**src/rtl/mem_req_ctrl.sv**
```systemverilog
// Dual-lane initiator for the dual-port data memory: issues registered strobes,
// serialises same-address hazards (lane 1 first) and returns per-lane responses.
module mem_req_ctrl #(
  parameter int unsigned       DW        = 32,
  parameter logic [DW-1:0]     BASE_ADDR = 32'h1000_0000,
  parameter int unsigned       NUM_WORDS = 4
) (
  input  logic          clk,
  input  logic          rst,
  input  logic          req_valid_1,
  input  logic          req_we_1,
  input  logic [DW-1:0] req_addr_1,
  input  logic [DW-1:0] req_wdata_1,
  input  logic          req_valid_2,
  input  logic          req_we_2,
  input  logic [DW-1:0] req_addr_2,
  input  logic [DW-1:0] req_wdata_2,
  output logic          req_ready,
  output logic          stall,
  output logic          Mem_rd_1,
  output logic          Mem_wr_1,
  output logic [DW-1:0] Dir_Mem_1,
  output logic [DW-1:0] Dato_Mem_in_1,
  input  logic [DW-1:0] Dato_Mem_out_1,
  output logic          Mem_rd_2,
  output logic          Mem_wr_2,
  output logic [DW-1:0] Dir_Mem_2,
  output logic [DW-1:0] Dato_Mem_in_2,
  input  logic [DW-1:0] Dato_Mem_out_2,
  output logic          rsp_valid_1,
  output logic          rsp_err_1,
  output logic [DW-1:0] rsp_data_1,
  output logic          rsp_valid_2,
  output logic          rsp_err_2,
  output logic [DW-1:0] rsp_data_2
);

  typedef enum logic [2:0] {StIdle, StAcc, StSer1, StSer2, StRsp} state_e;

  typedef struct packed {
    logic          v;
    logic          we;
    logic          ok;
    logic [DW-1:0] addr;
    logic [DW-1:0] wdata;
  } lane_t;

  typedef struct packed {
    logic          rd;
    logic          wr;
    logic [DW-1:0] dir;
    logic [DW-1:0] din;
  } port_t;

  typedef struct packed {
    logic          valid;
    logic          err;
    logic [DW-1:0] data;
  } rsp_t;

  localparam logic [DW-1:0] WinBytes = DW'(4 * NUM_WORDS);
  localparam port_t PortIdle = '{rd: 1'b1, wr: 1'b1, dir: '0, din: '0};

  function automatic logic is_legal(input logic [DW-1:0] a);
    return (a >= BASE_ADDR) && (a < BASE_ADDR + WinBytes) && (a[1:0] == 2'b00);
  endfunction

  // Illegal or absent lanes leave their port idle.
  function automatic port_t drive(input lane_t l);
    port_t p;
    p = PortIdle;
    if (l.v && l.ok) begin
      p.rd  = l.we;
      p.wr  = ~l.we;
      p.dir = l.addr;
      p.din = l.we ? l.wdata : '0;
    end
    return p;
  endfunction

  function automatic rsp_t respond(input lane_t l, input logic [DW-1:0] rdata);
    rsp_t r;
    r.valid = l.v;
    r.err   = l.v & ~l.ok;
    r.data  = (l.v && l.ok && !l.we) ? rdata : '0;
    return r;
  endfunction

  state_e        state_q, state_d;
  lane_t         lane1_q, lane1_d, lane2_q, lane2_d;
  lane_t         in1, in2;
  port_t         port1_q, port1_d, port2_q, port2_d;
  rsp_t          rsp1_q, rsp1_d, rsp2_q, rsp2_d;
  logic [DW-1:0] hold_q, hold_d;
  logic          hazard;

  always_comb begin
    in1 = '{v: req_valid_1, we: req_we_1, ok: is_legal(req_addr_1),
            addr: req_addr_1, wdata: req_wdata_1};
    in2 = '{v: req_valid_2, we: req_we_2, ok: is_legal(req_addr_2),
            addr: req_addr_2, wdata: req_wdata_2};
    hazard = in1.v && in2.v && in1.ok && in2.ok && (in1.addr == in2.addr) &&
             (in1.we || in2.we);
  end

  always_comb begin
    state_d = state_q;
    lane1_d = lane1_q;
    lane2_d = lane2_q;
    port1_d = PortIdle;
    port2_d = PortIdle;
    rsp1_d  = '0;
    rsp2_d  = '0;
    hold_d  = hold_q;
    unique case (state_q)
      StIdle: begin
        if (req_valid_1 || req_valid_2) begin
          lane1_d = in1;
          lane2_d = in2;
          port1_d = drive(in1);
          if (hazard) begin
            state_d = StSer1;
          end else begin
            state_d = StAcc;
            port2_d = drive(in2);
          end
        end
      end
      StAcc: begin
        state_d = StRsp;
        rsp1_d  = respond(lane1_q, Dato_Mem_out_1);
        rsp2_d  = respond(lane2_q, Dato_Mem_out_2);
      end
      StSer1: begin
        state_d = StSer2;
        hold_d  = Dato_Mem_out_1;
        port2_d = drive(lane2_q);
      end
      StSer2: begin
        state_d = StRsp;
        rsp1_d  = respond(lane1_q, hold_q);
        rsp2_d  = respond(lane2_q, Dato_Mem_out_2);
      end
      StRsp:   state_d = StIdle;
      default: state_d = StIdle;
    endcase
  end

  always_ff @(posedge clk) begin
    if (rst) begin
      state_q <= StIdle;
      lane1_q <= '0;
      lane2_q <= '0;
      port1_q <= PortIdle;
      port2_q <= PortIdle;
      rsp1_q  <= '0;
      rsp2_q  <= '0;
      hold_q  <= '0;
    end else begin
      state_q <= state_d;
      lane1_q <= lane1_d;
      lane2_q <= lane2_d;
      port1_q <= port1_d;
      port2_q <= port2_d;
      rsp1_q  <= rsp1_d;
      rsp2_q  <= rsp2_d;
      hold_q  <= hold_d;
    end
  end

  assign req_ready     = (state_q == StIdle);
  assign stall         = ~req_ready;
  assign Mem_rd_1      = port1_q.rd;
  assign Mem_wr_1      = port1_q.wr;
  assign Dir_Mem_1     = port1_q.dir;
  assign Dato_Mem_in_1 = port1_q.din;
  assign Mem_rd_2      = port2_q.rd;
  assign Mem_wr_2      = port2_q.wr;
  assign Dir_Mem_2     = port2_q.dir;
  assign Dato_Mem_in_2 = port2_q.din;
  assign rsp_valid_1   = rsp1_q.valid;
  assign rsp_err_1     = rsp1_q.err;
  assign rsp_data_1    = rsp1_q.data;
  assign rsp_valid_2   = rsp2_q.valid;
  assign rsp_err_2     = rsp2_q.err;
  assign rsp_data_2    = rsp2_q.data;

endmodule

```
**config.mk**
```make
export PLATFORM = sky130hd
export DESIGN_NAME = mem_req_ctrl
export DESIGN_NICKNAME = d
export VERILOG_FILES = /design/src/rtl/mem_req_ctrl.sv
export SDC_FILE = /design/constraint.sdc
export NUM_CORES = 1
export LEC_CHECK = 0
export CAP_MARGIN = 20
export CORE_AREA = 2 2 155 157
export CTS_CLUSTER_DIAMETER = 80
export CTS_CLUSTER_SIZE = 25
export DETAILED_ROUTE_END_ITERATION = 8
export DIE_AREA = 0 0 157 159
export DONT_BUFFER_PORTS = 1
export GPL_TIMING_DRIVEN = 0
export SLEW_MARGIN = 0
export SYNTH_ARGS = -nofsm -noshare
export SYNTH_HDL_FRONTEND = slang
export SYNTH_SLANG_ARGS = --single-unit
```
**constraint.sdc**
```tcl
create_clock -name clk -period 2 [get_ports clk]
set_input_delay 0.2 -clock clk [delete_from_list [all_inputs] [get_ports clk]]
set_output_delay 0.2 -clock clk [all_outputs]
set_load 0.05 [all_outputs]
```
After elaboration in Yosys (flattened, before gate mapping)
Cells that the tools add are included.
- order comparisons: 4
- equality and inequality tests: 5
- mux-type cells: 13
- bitwise logic cells: 12
- reductions and logical operators: 28
- operators by type and width (kind ; count):
    $mux W66 ; 4
    $pmux W66 S2 ; 1
    $mux W32 ; 4
    $pmux W34 S2 ; 1
    $ge A32 B29 Y1 const B ; 2
    $lt A32 B29 Y1 const B ; 2
    $eq A32 B32 Y1 ; 1
    $logic_and A1 B1 Y1 ; 15
    $not A1 Y1 ; 10
    $pmux W3 S3 ; 1
    $eq A3 B2 Y1 const B ; 2
    $reduce_or A5 Y1 ; 1
    $logic_not A2 Y1 ; 2
    $reduce_or A2 Y1 ; 2
    $reduce_or A4 Y1 ; 1
    $eq A3 B1 Y1 const B ; 1
    $logic_not A3 Y1 ; 1
    $mux W3 ; 1
    $reduce_or A3 Y1 ; 1
    $and A1 B1 Y1 ; 2
    $logic_not A1 Y1 ; 2
    $logic_or A1 B1 Y1 ; 2
    $mux W2 ; 1
    $ne A2 B1 Y1 const B ; 1
    $reduce_and A2 Y1 ; 1
- register bits after elaboration: 305
- output and inout port bits: 202

Logic depth before layout (Yosys ltp)
Gate-level depths: netlist (run 1).
- depth in word-level cells: 10
- depth in mapped cells: 9

Least setup slack after synthesis (run 1)
No wires, ideal clock.
- path type: flip-flop to flip-flop
- start: register state_q[1]
- end: register port2_q, in the netlist Dato_Mem_in_2[10]
- arrival time: 2.474 ns
- data required time: 1.941 ns
- path slack: -0.533 ns
- cell stages (with the launch flop): 9
- path through: dfxtp_1 > buf_2 > nor3_2 > inv_2 > nor2_2 > and3_1 > o2111a_2 > buf_6 > a22o_1
- cells in the longest elaborated chain, start to end: 2
- elaborated cells between the ends (all ways): 3
- ends and longest elaborated chain (element ; RTL line ; source):
    start: declaration ; 89 ; state_e state_q, state_d;
    start signal: assignment ; 151 ; state_q <= StIdle;
    start signal: assignment ; 160 ; state_q <= state_d;
    $logic_not A3 Y1 ; -- ;
    net req_ready ; 18 ; output logic req_ready,
    $pmux W66 S2 ; 115 ; unique case (state_q)
    end signal: assignment ; 155 ; port2_q <= PortIdle;
    end signal: assignment ; 164 ; port2_q <= port2_d;
    end: declaration ; 92 ; port_t port1_q, port1_d, port2_q, port2_d;
The timed path passes the listed nets, and every way through them passes these cells.
A chain may end at the register's enable or synchronous reset.

Worst setup path in the final report (run 1)
- start: register state_q[2]
- end: register port2_q, in the netlist Mem_rd_2
The elaborated chain is that of the path after synthesis.

==> impl_metrics.py, run 1 <==
metrics = {
    "logic_synthesis": {
        "synth_enable_flop_cells": 0,
        "ys_ff_latch": 305,
        "synthTopCellsByCount": "dfxtp_1 (305), nand2_1 (213), a21oi_1 (105)",
        "yosysSeqAreaShare_pct": 61.50,
        "synth_top_area_share_pct": 61.50,
        "netlist_area_sq_um": 9928,
        "ys_async_sr_fraction_pct": 0,
        "synth_top_area_cell": "dfxtp_1",
        "synth_cell_types": 45,
        "yosysMostFrequentCell": "dfxtp_1",
        "synth_ff_type": "dfxtp_1",
        "yosys_warnings": 0,
        "avgSynthCellArea_sq_um": 9.869,
        "synth_area_leaders": "dfxtp_1 (61%), nand2_1 (8.1%), a21oi_1 (5.3%)",
        "syn_inst": 1006,
    },
    "setup_path": {
        "slowest_delay_ns": 0.69,
        "crit_type": "reg -> reg",
        "reg2reg_to": "Mem_rd_2",
        "arrival_ns": 2.73,
        "reg2reg_from": "state_q[2]",
        "r2r_slack_ns": -0.33,
        "required_ns": 2.41,
        "reg2reg_depth": 8,
        "worstSetupEndpointType": "register",
        "critPathSlowestCell": "nor3_4",
        "cp_max_fo": 5,
        "path_cells": "nor3_4 -> inv_4 -> nor2_4 -> buf_6 -> and3_4 -> buf_6 -> a31oi_1 -> or2_1",
        "path_common_cell": "buf_6",
        "start_kind": "register",
        "startpoint": "state_q[2]",
    },
    "drt": {
        "via_count": 7839,
        "wire_per_inst_um": 18.77,
        "drtIter0Drc": 466,
        "via_per_inst": 4.990,
        "ant_nets": 0,
        "drc": 0,
        "drt-total-wl_um": 29480,
        "drtPass1Iterations": 5,
    },
    "power": {
        "p_switching_mw": 2.642,
        "cellLeakagePower_nw": 5.191,
        "intPower_mw": 8.316,
        "seqPwrFrac_pct": 58.5,
        "power_frac_comb_pct": 8.7,
        "peakVddDrop_mv": 0.8010,
        "power_density_nw_per_um2": 830.1,
        "power_switching_share_pct": 24.11,
        "clkPwrFrac_pct": 32.8,
        "finalPower_mw": 10.96,
    },
    "clocking": {
        "cts_buffers": 17,
        "clock_sink_count": 305,
        "root_buffer": "clkbuf_16",
        "clock_latency_ns": 0.51,
        "htree_levels": 1,
        "clockBufferDepth": 3,
        "clk_pin_slew_ns": 0.10,
        "cts_tree": "done",
    },
    "cells_and_area": {
        "multi_input_area_sq_um": 3759,
        "final_layout_size_suffix_gt1_share_pct": 9.033,
        "nFillCells": 2016,
        "num-nets-final": 1445,
        "seq_area_sq_um": 6112,
        "area_growth_pct": 32.97,
    },
    "floorplan": {
        "die_area_sq_um": 24960,
        "start_util_pct": 42.81,
        "core_region_area_sq_um": 23190,
        "die_y_um": 159,
        "rows": 56,
        "die_w_um": 157,
        "io_pins": 400,
    },
    "worst_hold_path": {
        "hp-start": "req_wdata_2[0]",
        "hold_end": "Dato_Mem_in_2[0]",
        "hold-path-cell-count": 2,
        "hold_class": "in -> reg",
    },
    "placed_design": {
        "pre_cts_ws_ns": -0.6003,
        "port_buffers": 0,
        "hpwl_um": 19810,
        "gp_congestion": 0.8191,
    },
    "sta": {
        "period_share_pct": 116.4,
        "tightest_slew_ns": 0.8252,
        "setup_viol": 141,
        "fmax_ghz": 0.4296,
        "rsz0062_at_grt": "yes",
        "fin_ws_ns": -0.3280,
        "timing.final.crit_period_ns": 2.328,
        "maxSlewHeadroom_pct": 44.81,
        "hold_viol": 0,
        "clock_skew_ns": 0.02384,
        "final_max_slew_viol_count": 0,
    },
    "global_routing": {
        "grt_usage_pct": 22.76,
        "grt_pass1_wl_um": 44960,
        "grt_max_degree": 26,
        "grt_pass1_vias": 8053,
        "grt-ovfl-total": 0,
        "antenna_found_initial": 1,
    },
    "run": {
        "max_cap_viol_count": 0,
    },
    "run_status": {
        "violations": "setup timing",
        "status": "finished with violations",
    },
}
[worst max-delay path: cells and delay by family (launching register included)]
kind	cells	cell delay, ns
AND/OR/NAND/NOR	4	1.31
buffers and inverters	3	0.45
flip-flops	1	0.37
AO/OA/AOI/OAI	1	0.07
[per-layer routing]
| layer | GRT usage, % | share of wire, % | vias to the layer above |
|---|---|---|---|
| met4 | 6.589 | 2.7 | 0 |
| met1 | 28.24 | 41 | 3668 |
| met5 | 0 | 0 | - |
| met3 | 5.444 | 7.8 | 59 |
| li1 | - | - | 3797 |
| met2 | 39.13 | 49 | 315 |
[placed cells by master (no fill, tap or decap), types with 29 or more instances in the layout]
cell type and n:
a21oi_1 100, nor2_1 39, and2_1 65, nand2_1 207, dfxtp_1 302, conb_1 29, clkbuf_1 38, mux2i_1 32
and3_1 46, dlygate4sd3_1 166
[how the worst max path moves through the flow]
stage | endpoint
floorplan | Dato_Mem_in_2[10]
global placement | Dato_Mem_in_1[11]
detailed placement | Dato_Mem_in_1[6]
CTS | Dato_Mem_in_2[15]
global route | Mem_rd_2
finish | Mem_rd_2
[state kept, by name, indices dropped and copies added, names as in the netlist, 3 cells and up]
name,flops
lane2_q,67
Dato_Mem_in_1,32
Dato_Mem_in_2,32
Dir_Mem_1,32
Dir_Mem_2,32
hold_q,32
rsp_data_1,32
rsp_data_2,32
lane1_q,3
state_q,3
[per-stage QoR]
step           hold slack [ns]  TNS, ns  util [%]  cells  instance area, sq um
6_report               0.01355   -22.92     56.92   1571                 13200
5_1_grt               0.002384   -36.51     56.92   1571                 13200
2_1_floorplan           0.3015   -1.152         -   1034                 10070
3_5_place_dp            0.3112   -65.28     45.16   1353                 10470
4_1_cts              0.0003422   -24.81     56.68   1570                 13150
3_3_place_gp            0.3050   -63.30     45.16   1353                 10470
[cells by family after synthesis]
kind of cell | Yosys count | synth area share (%)
simple gates | 421 | 20.63
flops | 305 | 61.50
compound gates | 145 | 8.935
buf+inv | 70 | 2.848
xor+xnor | 32 | 2.823
mux | 32 | 3.226
other cells | 1 | 0.03777
[repair_timing]
item / 4_1_cts / 5_1_grt
buffers inserted: 20 / 0
gates cloned: 8 / 1
resized for setup: 76 / 26
hold buffers: 166 / 0
pin swaps: 24 / 2
setup endpoints to repair: 203 / 220
hold endpoints to repair: 223 / 0
[power groups by stage]
stage	logic [mW]	registers, mW	clock network [mW]
global route	1.04	6.43	3.90
detailed placement	0.513	6.55	0
global placement	0.504	6.55	0
CTS	0.948	6.41	3.70
finish	0.954	6.41	3.60
floorplan	0.394	6.53	0
[area by class of cell]
class	count	area share (%)
diodes	1	0.01896
plain buffers	64	3.128
clock buffers	18	3.251
clock inverters	5	0.3981
inverters	5	0.1611
multi-input cells	659	28.47
flip-flops and latches	305	46.30
well taps	319	3.023
repair buffers	195	15.25
No activity file was read; power rests on OpenSTA's default activity.
==> run 2: changes to the inputs <==
- CTS_CLUSTER_SIZE: 25 -> 20
- RECOVER_POWER: unset -> 100
==> run 2 against run 1 <==
  * The flow still finishes with violations (setup timing)
  * Utilization down 0.71 points
  * Sequential share of layout area grew 0.60 points
  * Register-to-register slack got worse by 0.02 ns
  * Critical path type unchanged
==> impl_metrics.py, run 2 (synthesis gave the netlist of run 1 again) <==
metrics = {
    "clocking": {
        "htree_levels": 1,
        "clockBufferDepth": 3,
        "clock_sink_count": 305,
        "clk_pin_slew_ns": 0.09,
        "cts_buffers": 19,
        "clock_latency_ns": 0.51,
        "cts_tree": "done",
        "root_buffer": "clkbuf_16",
    },
    "setup_path": {
        "critPathSlowestCell": "nor3_4",
        "arrival_ns": 2.79,
        "required_ns": 2.44,
        "r2r_slack_ns": -0.35,
        "slowest_delay_ns": 0.71,
        "cp_max_fo": 5,
        "path_cells": "nor3_4 -> inv_4 -> nor2_4 -> and3_4 -> o2111a_2 -> buf_6 -> a22o_1",
        "critical-path-top-delay-family": "simple AND/OR/NAND/NOR gates",
        "reg2reg_from": "state_q[2]",
        "reg2reg_depth": 7,
        "critPathBufInv": 2,
        "crit_type": "reg -> reg",
        "reg2reg_to": "Dato_Mem_in_2[5]",
        "worstSetupEndpointType": "register",
        "start_kind": "register",
    },
    "global_routing": {
        "grt-ovfl-total": 0,
        "grt_max_degree": 21,
        "grt_pass1_vias": 7998,
        "grt_pass1_wl_um": 44330,
        "grt_usage_pct": 22.45,
        "antenna_found_initial": 0,
    },
    "sta": {
        "rsz0062_at_grt": "yes",
        "fmax_ghz": 0.4259,
        "maxSlewHeadroom_pct": 43.38,
        "timing.setup.tns_ns": -18.37,
        "final_max_slew_viol_count": 0,
        "clock_skew_ns": 0.01151,
        "hold_viol": 0,
        "period_share_pct": 117.4,
        "tightest_slew_ns": 0.8466,
        "fin_ws_ns": -0.3480,
        "timing.final.crit_period_ns": 2.348,
        "setup_viol": 141,
        "holdWs_ns": 0.009479,
    },
    "cells_and_area": {
        "largest_reg_flops": 67,
        "layout_common_cells": "dfxtp_1 (302), nand2_1 (212), dlygate4sd3_1 (165)",
        "final_area_sq_um": 13040,
        "layout_commonest_cell": "dfxtp_1",
        "antenna_cells": 0,
        "regMostFlops": "lane2_q",
        "nFillCells": 2044,
        "final_layout_size_suffix_gt1_share_pct": 7.172,
        "area_growth_pct": 31.32,
        "num-nets-final": 1436,
        "fin_cells": 1560,
        "final_core_util_pct": 56.21,
    },
    "drt": {
        "via_count": 7836,
        "drc": 0,
        "wire_per_inst_um": 18.78,
        "met1_length_um": 11890,
        "met3_length_um": 2161,
        "wl_met2_um": 14420,
        "routed.top_layer": "met4",
        "drtPass1Iterations": 5,
        "drtIter0Drc": 398,
        "drt-total-wl_um": 29290,
        "via_per_inst": 5.023,
        "ant_nets": 0,
    },
    "floorplan": {
        "core_region_area_sq_um": 23190,
        "io_pins": 400,
        "start_util_pct": 42.81,
        "die_w_um": 157,
        "rows": 56,
        "die_area_sq_um": 24960,
        "die_y_um": 159,
    },
    "worst_hold_path": {
        "hp-start": "req_wdata_2[11]",
        "hold-path-cell-count": 2,
        "hold_class": "in -> reg",
        "hold_end": "Dato_Mem_in_2[11]",
    },
    "placed_design": {
        "port_buffers": 0,
        "gp_congestion": 0.8191,
        "hpwl_um": 19810,
        "placed_area_sq_um": 10470,
        "dp_cells": 1353,
        "pre_cts_ws_ns": -0.6003,
    },
    "run": {
        "max_cap_viol_count": 0,
    },
    "run_status": {
        "status": "finished with violations",
        "violations": "setup timing",
    },
    "power": {
        "cellLeakagePower_nw": 5.116,
        "peakVddDrop_mv": 0.8456,
        "finalPower_mw": 11.25,
        "power_density_nw_per_um2": 863.1,
    },
}
-- run 2: cell count changes in the layout (fill, tap and decap cells not counted), sizes merged --
cell	previous run	this run
buf	38	32
bufinv	0	2
clkbuf	73	71
clkinv	1	0
diode	1	0
dlygate4sd3	166	165
inv	8	6
-- run 2: what timing repair did --
item,in CTS,in global routing
hold buffers,165,0
buffers inserted,14,1
pin swaps,11,4
resized for setup,52,18
setup endpoints to repair,202,199
cloned,4,1
hold endpoints to repair,221,0
-- run 2: per-layer routing --
metal,vias to the layer above,global-route usage [%]
li1,3781,-
met1,3690,27.62
met2,315,39.09
met3,50,5.144
met4,0,6.380
met5,-,0
-- run 2: worst max path at each step --
stage | from | to | slack (ns) | cells after the start
finish | state_q[2] | Dato_Mem_in_2[5] | -0.35 | 7
global route | state_q[2] | Dato_Mem_in_2[10] | -0.41 | 7
CTS | state_q[1] | Dato_Mem_in_2[15] | -0.33 | 8
detailed placement | state_q[1] | Dato_Mem_in_1[6] | -0.60 | 6
global placement | state_q[1] | Dato_Mem_in_1[11] | -0.58 | 6
floorplan | state_q[1] | Dato_Mem_in_2[10] | -0.10 | 8
-- run 2: final cells by class --
class | instances | area (sq um) | area share (%)
sequential | 305 | 6115 | 46.90
multi-input combinational | 659 | 3710 | 28.45
timing repair buffer | 185 | 1861 | 14.27
clock buffer | 20 | 489.2 | 3.752
tap | 319 | 399.1 | 3.061
buffer | 63 | 366.6 | 2.812
clock inverter | 4 | 76.32 | 0.5854
inverter | 5 | 21.27 | 0.1631
-- run 2: power by group --
| part | switching [mW] | internal, mW | total [mW] |
|---|---|---|---|
| logic | 0.437 | 0.444 | 0.880 |
| clock network | 1.95 | 2.02 | 3.97 |
| registers | 0.191 | 6.21 | 6.40 |
| total | 2.58 | 8.67 | 11.3 |
==> run 3: changes to the inputs <==
- PLACE_DENSITY: unset -> 0.66
==> run 3 against run 2 <==
  * The run still ends with setup timing left
  * First-iteration DRC count rose by 2.5%
  * Via count increased by 0.56%
  * Final cell count grew 0.64%
  * Total power increased by 1.0%
==> impl_metrics.py, run 3 (synthesis gave the netlist of run 1 again) <==
metrics = {
    "run_status": {
        "status": "finished with violations",
        "violations": "setup timing",
    },
    "setup_path": {
        "reg2reg_from": "state_q[2]",
        "reg2reg_depth": 7,
        "cp_max_fo": 10,
        "required_ns": 2.44,
        "worstSetupEndpointType": "register",
        "slowest_delay_ns": 0.70,
        "crit_type": "reg -> reg",
        "path_cells": "nor3_4 -> inv_4 -> nor2_4 -> and3_4 -> o2111a_2 -> buf_6 -> a22o_1",
        "critPathSlowestCell": "nor3_4",
        "start_kind": "register",
        "r2r_slack_ns": -0.33,
        "arrival_ns": 2.77,
        "reg2reg_to": "Dato_Mem_in_2[8]",
    },
    "floorplan": {
        "core_region_area_sq_um": 23190,
        "rows": 56,
        "start_util_pct": 42.81,
        "die_y_um": 159,
        "die_w_um": 157,
        "io_pins": 400,
        "die_area_sq_um": 24960,
    },
    "cells_and_area": {
        "antenna_cells": 0,
        "seq_area_sq_um": 6115,
        "fin_cells": 1570,
        "area_growth_pct": 32.35,
        "largest_reg_flops": 67,
        "num-nets-final": 1446,
        "layout_common_cells": "dfxtp_1 (302), nand2_1 (211), dlygate4sd3_1 (165)",
        "multi_input_area_sq_um": 3712,
        "final_layout_size_suffix_gt1_share_pct": 7.994,
        "nFillCells": 1992,
        "regMostFlops": "lane2_q",
        "layout_commonest_cell": "dfxtp_1",
    },
    "drt": {
        "wire_per_inst_um": 18.79,
        "drtPass1Iterations": 5,
        "drt-total-wl_um": 29500,
        "ant_nets": 0,
        "drtIter0Drc": 408,
        "drc": 0,
        "via_per_inst": 5.019,
        "via_count": 7880,
    },
    "global_routing": {
        "grt_pass1_wl_um": 44630,
        "grt_usage_pct": 22.57,
        "grt_max_degree": 21,
        "grt-ovfl-total": 0,
        "antenna_found_initial": 0,
        "grt_pass1_vias": 8050,
    },
    "placed_design": {
        "gp_congestion": 0.8531,
        "hpwl_um": 19880,
        "pre_cts_ws_ns": -0.6914,
        "dp_cells": 1353,
        "port_buffers": 0,
    },
    "worst_hold_path": {
        "hold_end": "Dato_Mem_in_2[29]",
        "hold-path-cell-count": 2,
        "hold_class": "in -> reg",
        "hp-start": "req_wdata_2[29]",
    },
    "clocking": {
        "cts_buffers": 19,
        "htree_levels": 1,
        "clock_latency_ns": 0.49,
        "clk_pin_slew_ns": 0.08,
        "clockBufferDepth": 3,
        "cts_tree": "done",
        "clock_sink_count": 305,
        "root_buffer": "clkbuf_16",
    },
    "power": {
        "power_density_nw_per_um2": 865.2,
        "finalPower_mw": 11.37,
        "peakVddDrop_mv": 0.6756,
        "cellLeakagePower_nw": 5.164,
    },
    "sta": {
        "holdWs_ns": 0.02104,
        "tightest_slew_ns": 0.8372,
        "fmax_ghz": 0.4292,
        "period_share_pct": 116.5,
        "setup_viol": 135,
        "final_max_slew_viol_count": 0,
        "fin_ws_ns": -0.3299,
        "hold_viol": 0,
        "clock_skew_ns": 0.008620,
        "rsz0062_at_grt": "yes",
        "timing.final.crit_period_ns": 2.330,
        "maxSlewHeadroom_pct": 44.01,
    },
    "run": {
        "max_cap_viol_count": 0,
    },
}
run 3: worst max-delay path: cells and delay by family (launching register included):
family          cells  cell delay, ns
flops               1            0.36
buf+inv             2            0.38
compound gates      2            0.39
simple gates        3            1.14
run 3: metrics by stage:
step / util [%] / TNS (ns) / area (sq um)
after floorplan: - / -1.152 / 10070
after global placement: 45.16 / -68.62 / 10470
after detailed placement: 45.16 / -71.00 / 10470
after CTS: 56.24 / -22.24 / 13040
after global routing: 56.66 / -38.93 / 13140
final: 56.66 / -20.41 / 13140
run 3: area by class of cell:
cell class	count	share of cell area [%]
clock inverters	3	0.6856
repair buffers	195	14.84
well taps	319	3.038
plain buffers	63	2.742
inverters	5	0.1619
flip-flops and latches	305	46.53
multi-input cells	659	28.25
clock buffers	21	3.752
run 3: worst max path at each step:
stage,cells past startpoint,startpoint,endpoint
3_5_place_dp,6,state_q[1],Dato_Mem_in_1[13]
2_1_floorplan,8,state_q[1],Dato_Mem_in_2[10]
5_1_grt,8,state_q[2],lane2_q[53]
3_3_place_gp,6,state_q[1],Dato_Mem_in_1[13]
6_report,7,state_q[2],Dato_Mem_in_2[8]
4_1_cts,8,state_q[1],Dato_Mem_in_2[12]
run 3: power by group:
group | switching [mW] | internal (mW)
Combinational | 0.438 | 0.445
Sequential | 0.189 | 6.21
Clock | 1.94 | 2.14
Total | 2.57 | 8.80
run 3: what timing repair did:
action                                 4_1_cts  5_1_grt
pin swaps                                   11        3
cloned                                       3        2
setup buffers                               21        5
endpoints found under the hold margin      221        0
setup endpoints to repair                  201      193
gates resized for setup                     54       19
hold buffers                               165        0
run 3: metal layers:
layer | vias to the layer above | global-route usage (%) | part of all wire (%)
li1 | 3795 | - | -
met1 | 3714 | 27.33 | 40
met2 | 308 | 39.41 | 49
met3 | 63 | 5.607 | 7.7
met4 | 0 | 6.589 | 2.5
met5 | - | 0 | 0
